## src/rtl/pet_battle_engine.sv

```systemverilog
// pet_battle_engine
//   Generates a roster of PETS pets per player from an RNG word, runs per-player
//   pet selection from keyboard codes, then turn-based combat with damage,
//   faint handling, forced reselection and winner detection.
//
// Ports
//   clk        clock
//   reset      synchronous, active-low reset
//   rand_in    RNG word {ATK, DEF, HP}, sampled once per pet during generation
//   key_valid  one-cycle strobe qualifying key_code
//   key_code   decoded key from keyboard_tracker
//   rd_player  roster read port: player (0 = P1, 1 = P2)
//   rd_idx     roster read port: pet index
//   rd_stats   combinational {ATK, DEF, HP} of the addressed pet
//   state      FSM state encoding
//   p1_sel     active pet index of P1
//   p2_sel     active pet index of P2
//   turn       0 = P1 attacks next, 1 = P2 attacks next
//   sel_err    one-cycle pulse when a fainted pet was selected
//   winner     00 none, 01 P1, 10 P2
//   game_over  high in OVER
//
// state  | meaning
// IDLE   | waiting for GEN_KEY
// GEN    | writing one pet per cycle, P1 pets then P2 pets
// SEL1   | P1 picks a pet (initially, or after its active pet fainted)
// SEL2   | P2 picks a pet (initially, or after its active pet fainted)
// FIGHT  | ATTACK_KEY resolves one attack by the turn player
// OVER   | winner latched, GEN_KEY restarts
module pet_battle_engine #(
    parameter int PETS       = 4,
    parameter int STAT_W     = 3,
    parameter int KEY_W      = 5,
    parameter int ATTACK_KEY = 10,
    parameter int GEN_KEY    = 14,
    localparam int IDX_W     = (PETS > 1) ? $clog2(PETS) : 1
) (
    input  logic                  clk,
    input  logic                  reset,
    input  logic [3*STAT_W-1:0]   rand_in,
    input  logic                  key_valid,
    input  logic [KEY_W-1:0]      key_code,
    input  logic                  rd_player,
    input  logic [IDX_W-1:0]      rd_idx,
    output logic [3*STAT_W-1:0]   rd_stats,
    output logic [2:0]            state,
    output logic [IDX_W-1:0]      p1_sel,
    output logic [IDX_W-1:0]      p2_sel,
    output logic                  turn,
    output logic                  sel_err,
    output logic [1:0]            winner,
    output logic                  game_over
);

    // Roster is flat: P1 pets at 0..PETS-1, P2 pets at PETS..2*PETS-1,
    // so the generation counter doubles as the write address.
    localparam int AW = $clog2(2 * PETS);
    localparam logic [AW-1:0]    G_LAST   = AW'(2 * PETS - 1);
    localparam logic [AW-1:0]    P2_BASE  = AW'(PETS);
    localparam logic [KEY_W-1:0] K_ATTACK = KEY_W'(ATTACK_KEY);
    localparam logic [KEY_W-1:0] K_GEN    = KEY_W'(GEN_KEY);

    typedef enum logic [2:0] {
        IDLE  = 3'd0,
        GEN   = 3'd1,
        SEL1  = 3'd2,
        SEL2  = 3'd3,
        FIGHT = 3'd4,
        OVER  = 3'd5
    } state_t;

    state_t state_q, state_next;

    logic [STAT_W-1:0] hp  [2*PETS];
    logic [STAT_W-1:0] def [2*PETS];
    logic [STAT_W-1:0] atk [2*PETS];

    logic [AW-1:0] g;
    logic          reselect;

    logic          gen_start, gen_wr, sel1_ok, sel2_ok, sel_fail, attack;
    logic          hit1, hit2, others_alive;
    logic [IDX_W-1:0] k1_idx, k2_idx;
    logic [AW-1:0] s1_ix, s2_ix, a_ix, d_ix, rd_ix, o_ix;
    logic [STAT_W-1:0] dmg, hp_new;

    function automatic logic [STAT_W-1:0] clamp1(input logic [STAT_W-1:0] v);
        return (v == '0) ? STAT_W'(1) : v;
    endfunction

    always_comb begin
        rd_ix = rd_player ? (P2_BASE + AW'(rd_idx)) : AW'(rd_idx);
        rd_stats = '0;
        if (int'(rd_idx) < PETS)
            rd_stats = {atk[rd_ix], def[rd_ix], hp[rd_ix]};
    end

    // Key decode and attack arithmetic
    always_comb begin
        hit1   = (key_code >= KEY_W'(1)) && (key_code <= KEY_W'(PETS));
        hit2   = (key_code >= KEY_W'(PETS + 1)) && (key_code <= KEY_W'(2 * PETS));
        k1_idx = IDX_W'(key_code - KEY_W'(1));
        k2_idx = IDX_W'(key_code - KEY_W'(PETS + 1));
        s1_ix  = AW'(k1_idx);
        s2_ix  = P2_BASE + AW'(k2_idx);

        a_ix = turn ? (P2_BASE + AW'(p2_sel)) : AW'(p1_sel);
        d_ix = turn ? AW'(p1_sel) : (P2_BASE + AW'(p2_sel));

        dmg    = (atk[a_ix] > def[d_ix]) ? (atk[a_ix] - def[d_ix]) : STAT_W'(1);
        hp_new = (hp[d_ix] > dmg) ? (hp[d_ix] - dmg) : '0;

        others_alive = 1'b0;
        o_ix = '0;
        for (int i = 0; i < PETS; i++) begin
            o_ix = AW'(i) + (turn ? '0 : P2_BASE);
            if (o_ix != d_ix && hp[o_ix] != '0)
                others_alive = 1'b1;
        end
    end

    always_ff @(posedge clk) begin
        if (!reset) state_q <= IDLE;
        else        state_q <= state_next;
    end

    always_comb begin
        state_next = state_q;
        gen_start  = 1'b0;
        gen_wr     = 1'b0;
        sel1_ok    = 1'b0;
        sel2_ok    = 1'b0;
        sel_fail   = 1'b0;
        attack     = 1'b0;
        case (state_q)
            IDLE: begin
                if (key_valid && key_code == K_GEN) begin
                    gen_start  = 1'b1;
                    state_next = GEN;
                end
            end
            GEN: begin
                gen_wr = 1'b1;
                if (g == G_LAST) state_next = SEL1;
            end
            SEL1: begin
                if (key_valid && hit1) begin
                    if (hp[s1_ix] != '0) begin
                        sel1_ok    = 1'b1;
                        state_next = reselect ? FIGHT : SEL2;
                    end else begin
                        sel_fail = 1'b1;
                    end
                end
            end
            SEL2: begin
                if (key_valid && hit2) begin
                    if (hp[s2_ix] != '0) begin
                        sel2_ok    = 1'b1;
                        state_next = FIGHT;
                    end else begin
                        sel_fail = 1'b1;
                    end
                end
            end
            FIGHT: begin
                if (key_valid && key_code == K_ATTACK) begin
                    attack = 1'b1;
                    if (hp_new == '0) begin
                        if (others_alive) state_next = turn ? SEL1 : SEL2;
                        else              state_next = OVER;
                    end
                end
            end
            OVER: begin
                if (key_valid && key_code == K_GEN) begin
                    gen_start  = 1'b1;
                    state_next = GEN;
                end
            end
            default: state_next = IDLE;
        endcase
    end

    always_ff @(posedge clk) begin
        if (!reset) begin
            for (int i = 0; i < 2 * PETS; i++) begin
                hp[i]  <= '0;
                def[i] <= '0;
                atk[i] <= '0;
            end
            p1_sel   <= '0;
            p2_sel   <= '0;
            turn     <= 1'b0;
            sel_err  <= 1'b0;
            winner   <= 2'b00;
            g        <= '0;
            reselect <= 1'b0;
        end else begin
            sel_err <= sel_fail;
            if (gen_start) begin
                g        <= '0;
                winner   <= 2'b00;
                turn     <= 1'b0;
                reselect <= 1'b0;
            end
            if (gen_wr) begin
                hp[g]  <= clamp1(rand_in[STAT_W-1:0]);
                def[g] <= clamp1(rand_in[2*STAT_W-1:STAT_W]);
                atk[g] <= clamp1(rand_in[3*STAT_W-1:2*STAT_W]);
                g      <= g + AW'(1);
            end
            if (sel1_ok) begin
                p1_sel   <= k1_idx;
                reselect <= 1'b0;
            end
            if (sel2_ok) begin
                p2_sel   <= k2_idx;
                reselect <= 1'b0;
            end
            if (attack) begin
                hp[d_ix] <= hp_new;
                turn     <= ~turn;
                if (hp_new == '0) begin
                    if (others_alive) reselect <= 1'b1;
                    else              winner   <= turn ? 2'b10 : 2'b01;
                end
            end
        end
    end

    assign state     = state_q;
    assign game_over = (state_q == OVER);

endmodule
```

## config.mk

```make
export PLATFORM = sky130hd
export DESIGN_NAME = pet_battle_engine
export DESIGN_NICKNAME = d
export VERILOG_FILES = /design/src/rtl/pet_battle_engine.sv
export SDC_FILE = /design/constraint.sdc
export NUM_CORES = 1
export LEC_CHECK = 0
export ABC_AREA = 1
export CORE_ASPECT_RATIO = 0.5
export CORE_UTILIZATION = 55
export CTS_BUF_LIST = sky130_fd_sc_hd__clkbuf_4
export CTS_CLUSTER_DIAMETER = 150
export DETAILED_ROUTE_END_ITERATION = 8
export PLACE_DENSITY_LB_ADDON = 0.1
export SLEW_MARGIN = 30
export SYNTH_ARGS = -nofsm -noshare
export SYNTH_HDL_FRONTEND = slang
export SYNTH_SLANG_ARGS = --single-unit
```

## constraint.sdc

```tcl
create_clock -name clk -period 4.72 [get_ports clk]
set_input_delay 1.416 -clock clk [delete_from_list [all_inputs] [get_ports clk]]
set_output_delay 1.416 -clock clk [all_outputs]
set_load 0.005 [all_outputs]
```

==> impl_metrics.env <==
export IMPL_drv_cap=0
export IMPL_num_io_pins=41
export IMPL_met1_length_um=6530
export IMPL_hold_viol_final=0
export IMPL_nNetsFinal=772
export IMPL_area_growth_pct=15.1
export IMPL_cts_clk_slew_worst_paths_ns=0.14
export IMPL_post_route_period_util=0.944
export IMPL_grt_overflow=0
export IMPL_synth_edf_count=72
export IMPL_clock_path_buffers=2
export IMPL_timing_fmax_mhz=224
export IMPL_avgSynthCellArea_um2=7.74
export IMPL_die_y_um=71.8
export IMPL_synth_async_reset_ratio=0
export IMPL_holdCritStartpoint="state[1]"
export IMPL_rows=25
export IMPL_grt_antenna_before_repair=0
export IMPL_status="complete, no violations"
export IMPL_port_buffer_count=40
export IMPL_cts_tree="yes"
export IMPL_syn_inst=693
export IMPL_syn_area_um2=5370
export IMPL_worst_r2r_path_depth=21
export IMPL_synth_ff_type="edfxtp_1"
export IMPL_r2r_end="hp[4][2]"
export IMPL_maxSlewHeadroom=0.490
export IMPL_cts_made_buffers=9
export IMPL_r2r_start="turn"
export IMPL_cp_required_ns=3.30
export IMPL_rsz0062_at_grt="false"
export IMPL_vias=5037
export IMPL_utilization=0.654
export IMPL_holdPathEnd="state[1]"
export IMPL_start_util=0.568
export IMPL_firstDrtPassIters=6
export IMPL_rrSetupSlack_ns=0.41
export IMPL_min_path_type="reg2reg"
export IMPL_power_density_nw_per_um2=277
export IMPL_cts_hold_buf=0
export IMPL_grt_max_degree=45
export IMPL_core_um2=9450
export IMPL_worst_pin_slew_ns=0.765
export IMPL_dpl_hpwl_um=11400
export IMPL_clkLatencyLatePin_ns=0.47
export IMPL_grt_pass1_vias=4625
export IMPL_hold_depth=2
export IMPL_yosys_warnings=0
export IMPL_via_per_inst=5.74
export IMPL_yosysSeqAreaShare=0.459
export IMPL_cp_end_kind="primary output"
export IMPL_fillCellCount=829
export IMPL_maxUsedRoutingLayer="met4"
export IMPL_drv_slew=0
export IMPL_layout_setup_ws_ns=0.265
export IMPL_cts_sinks=87
export IMPL_synth_seq_cells=87
export IMPL_setup_viol=0
export IMPL_place_gp_congestion=0.995
export IMPL_die_area_um2=10200
export IMPL_dieWidth_um=142
export IMPL_finalSetupTns_ns=0
export IMPL_drt_wl_total_um=15100
export IMPL_crit_arrival_ns=3.04
export IMPL_ant_nets=0
export IMPL_synth_fp_nets=726
export IMPL_num_antenna_cells=0
export IMPL_wl_met3_um=1440
export IMPL_h_tree_depth=3
export IMPL_cp_max_fo=12
export IMPL_critical_path_class="in2out"
export IMPL_crit_path_start_kind="primary input"
export IMPL_drive_above_1_share=0.0875
export IMPL_clockRootBuffer="clkbuf_4"
export IMPL_grt_pass1_wl_um=23600
export IMPL_routedWlPerCell_um=17.2
export IMPL_wl_met2_um=6720
export IMPL_drt_initial_drc_count=532
export IMPL_p_leak_nw=2.56
export IMPL_dp_slack_ns=0.0793
export IMPL_period_needed_ns=4.45
export IMPL_clock_skew_ns=0.0150
export IMPL_grt_usage=0.312
export IMPL_drc=0
export IMPL_yosys_cell_types_count=41
export IMPL_ir_worst_vdd_mv=0.149
[placed cells by master (no fill, tap or decap), types with 4 or more instances in the layout]
cell type	Yosys	routed
o21ai_0	52	52
dfxtp_1	15	15
clkdlybuf4s50_1	0	37
nand4_1	8	8
o211ai_1	7	7
nor2_1	131	131
ha_1	11	11
o21ai_1	6	5
clkinv_1	6	7
clkinvlp_4	0	4
o22ai_1	16	16
nand3_1	37	37
buf_4	2	11
nand2_2	7	7
inv_2	6	6
clkbuf_4	0	9
a31oi_1	15	15
nand2_1	129	128
inv_1	73	72
buf_12	0	4
edfxtp_1	72	72
nor2_2	4	4
a21oi_1	40	40
[stage by stage]
step	instances	hold slack, ns	cell area, um^2	power [mW]
after floorplan	693	0.472	5370	1.19
after global placement	858	0.484	5980	1.32
after detailed placement	858	0.482	5980	1.33
after CTS	873	0.503	6090	1.70
after global routing	878	0.545	6180	1.79
final	878	0.502	6180	1.71
[cells by family after synthesis]
logic type,count (synthesis),share of synthesized area
AND/OR/NAND/NOR,325,0.253
AO/OA/AOI/OAI,158,0.173
buffers and inverters,108,0.0793
flip-flops,87,0.459
adder cells (fa/ha/maj),13,0.0331
XOR/XNOR,2,0.00327
[state kept, by name, summed over array words and instances (netlist names)]
signal,count
atk,24
def,24
hp,24
g,3
state,3
p1_sel,2
p2_sel,2
winner,2
reselect,1
sel_err,1
turn,1
[worst max path at each step]
stage,from,to,slack (ns),cells after the start
2_1_floorplan,rd_idx[0],rd_stats[4],0.92,7
6_report,rd_player,rd_stats[4],0.27,5
3_5_place_dp,rd_idx[0],rd_stats[4],0.08,7
4_1_cts,rd_idx[0],rd_stats[4],0.09,7
5_1_grt,turn,state[2],0.07,24
3_3_place_gp,rd_idx[1],rd_stats[3],0.1,7
[worst max-delay path: stages]
cell and delay [ns]:
clkdlybuf4s50_1 0.43, inv_1 0.36, nor2_1 0.10, a31oi_1 0.20, clkdlybuf4s50_1 0.54
[where the power goes]
group | switching, mW | leakage (nW) | total, mW | internal [mW]
Combinational | 0.255 | 1.64 | 0.410 | 0.154
Sequential | 0.0379 | 0.864 | 0.916 | 0.878
Clock | 0.276 | 0.0576 | 0.385 | 0.109
Total | 0.569 | 2.56 | 1.71 | 1.14
[area by class of cell]
type	instances	area, um^2	share of cell area
Clock buffer	9	67.6	0.0109
Clock inverter	6	47.5	0.00770
Inverter	86	332	0.0537
Multi-Input combinational cell	498	2500	0.404
Sequential cell	87	2460	0.399
Tap cell	135	169	0.0273
Timing Repair Buffer	56	596	0.0964
Timing Repair inverter	1	7.51	0.00122
[layer usage]
layer  vias to the layer above  track usage
met3                        36       0.0822
met2                       252        0.492
met1                      2300        0.420
met4                         0        0.110
li1                       2449            -
met5                         -            0
[Yosys cell counts (7+ instances only)]
| library cell | count | area share |
|---|---|---|
| ha_1 | 11 | 0.026 |
| nand2_2 | 7 | 0.0082 |
| inv_1 | 73 | 0.051 |
| nor2_1 | 131 | 0.092 |
| o211ai_1 | 7 | 0.0098 |
| edfxtp_1 | 72 | 0.40 |
| a31oi_1 | 15 | 0.017 |
| o21ai_0 | 52 | 0.049 |
| nand4_1 | 8 | 0.0093 |
| o22ai_1 | 16 | 0.019 |
| a21oi_1 | 40 | 0.037 |
| dfxtp_1 | 15 | 0.056 |
| clkbuf_1 | 14 | 0.0098 |
| nand3_1 | 37 | 0.035 |
| nand2_1 | 129 | 0.090 |
[what timing repair did]
item,CTS,global route
endpoints found under the setup margin,0,24
endpoints found under the hold margin,0,0
buffers inserted,0,3
gates resized for setup,0,9
(Power assumes the default switching activity.)
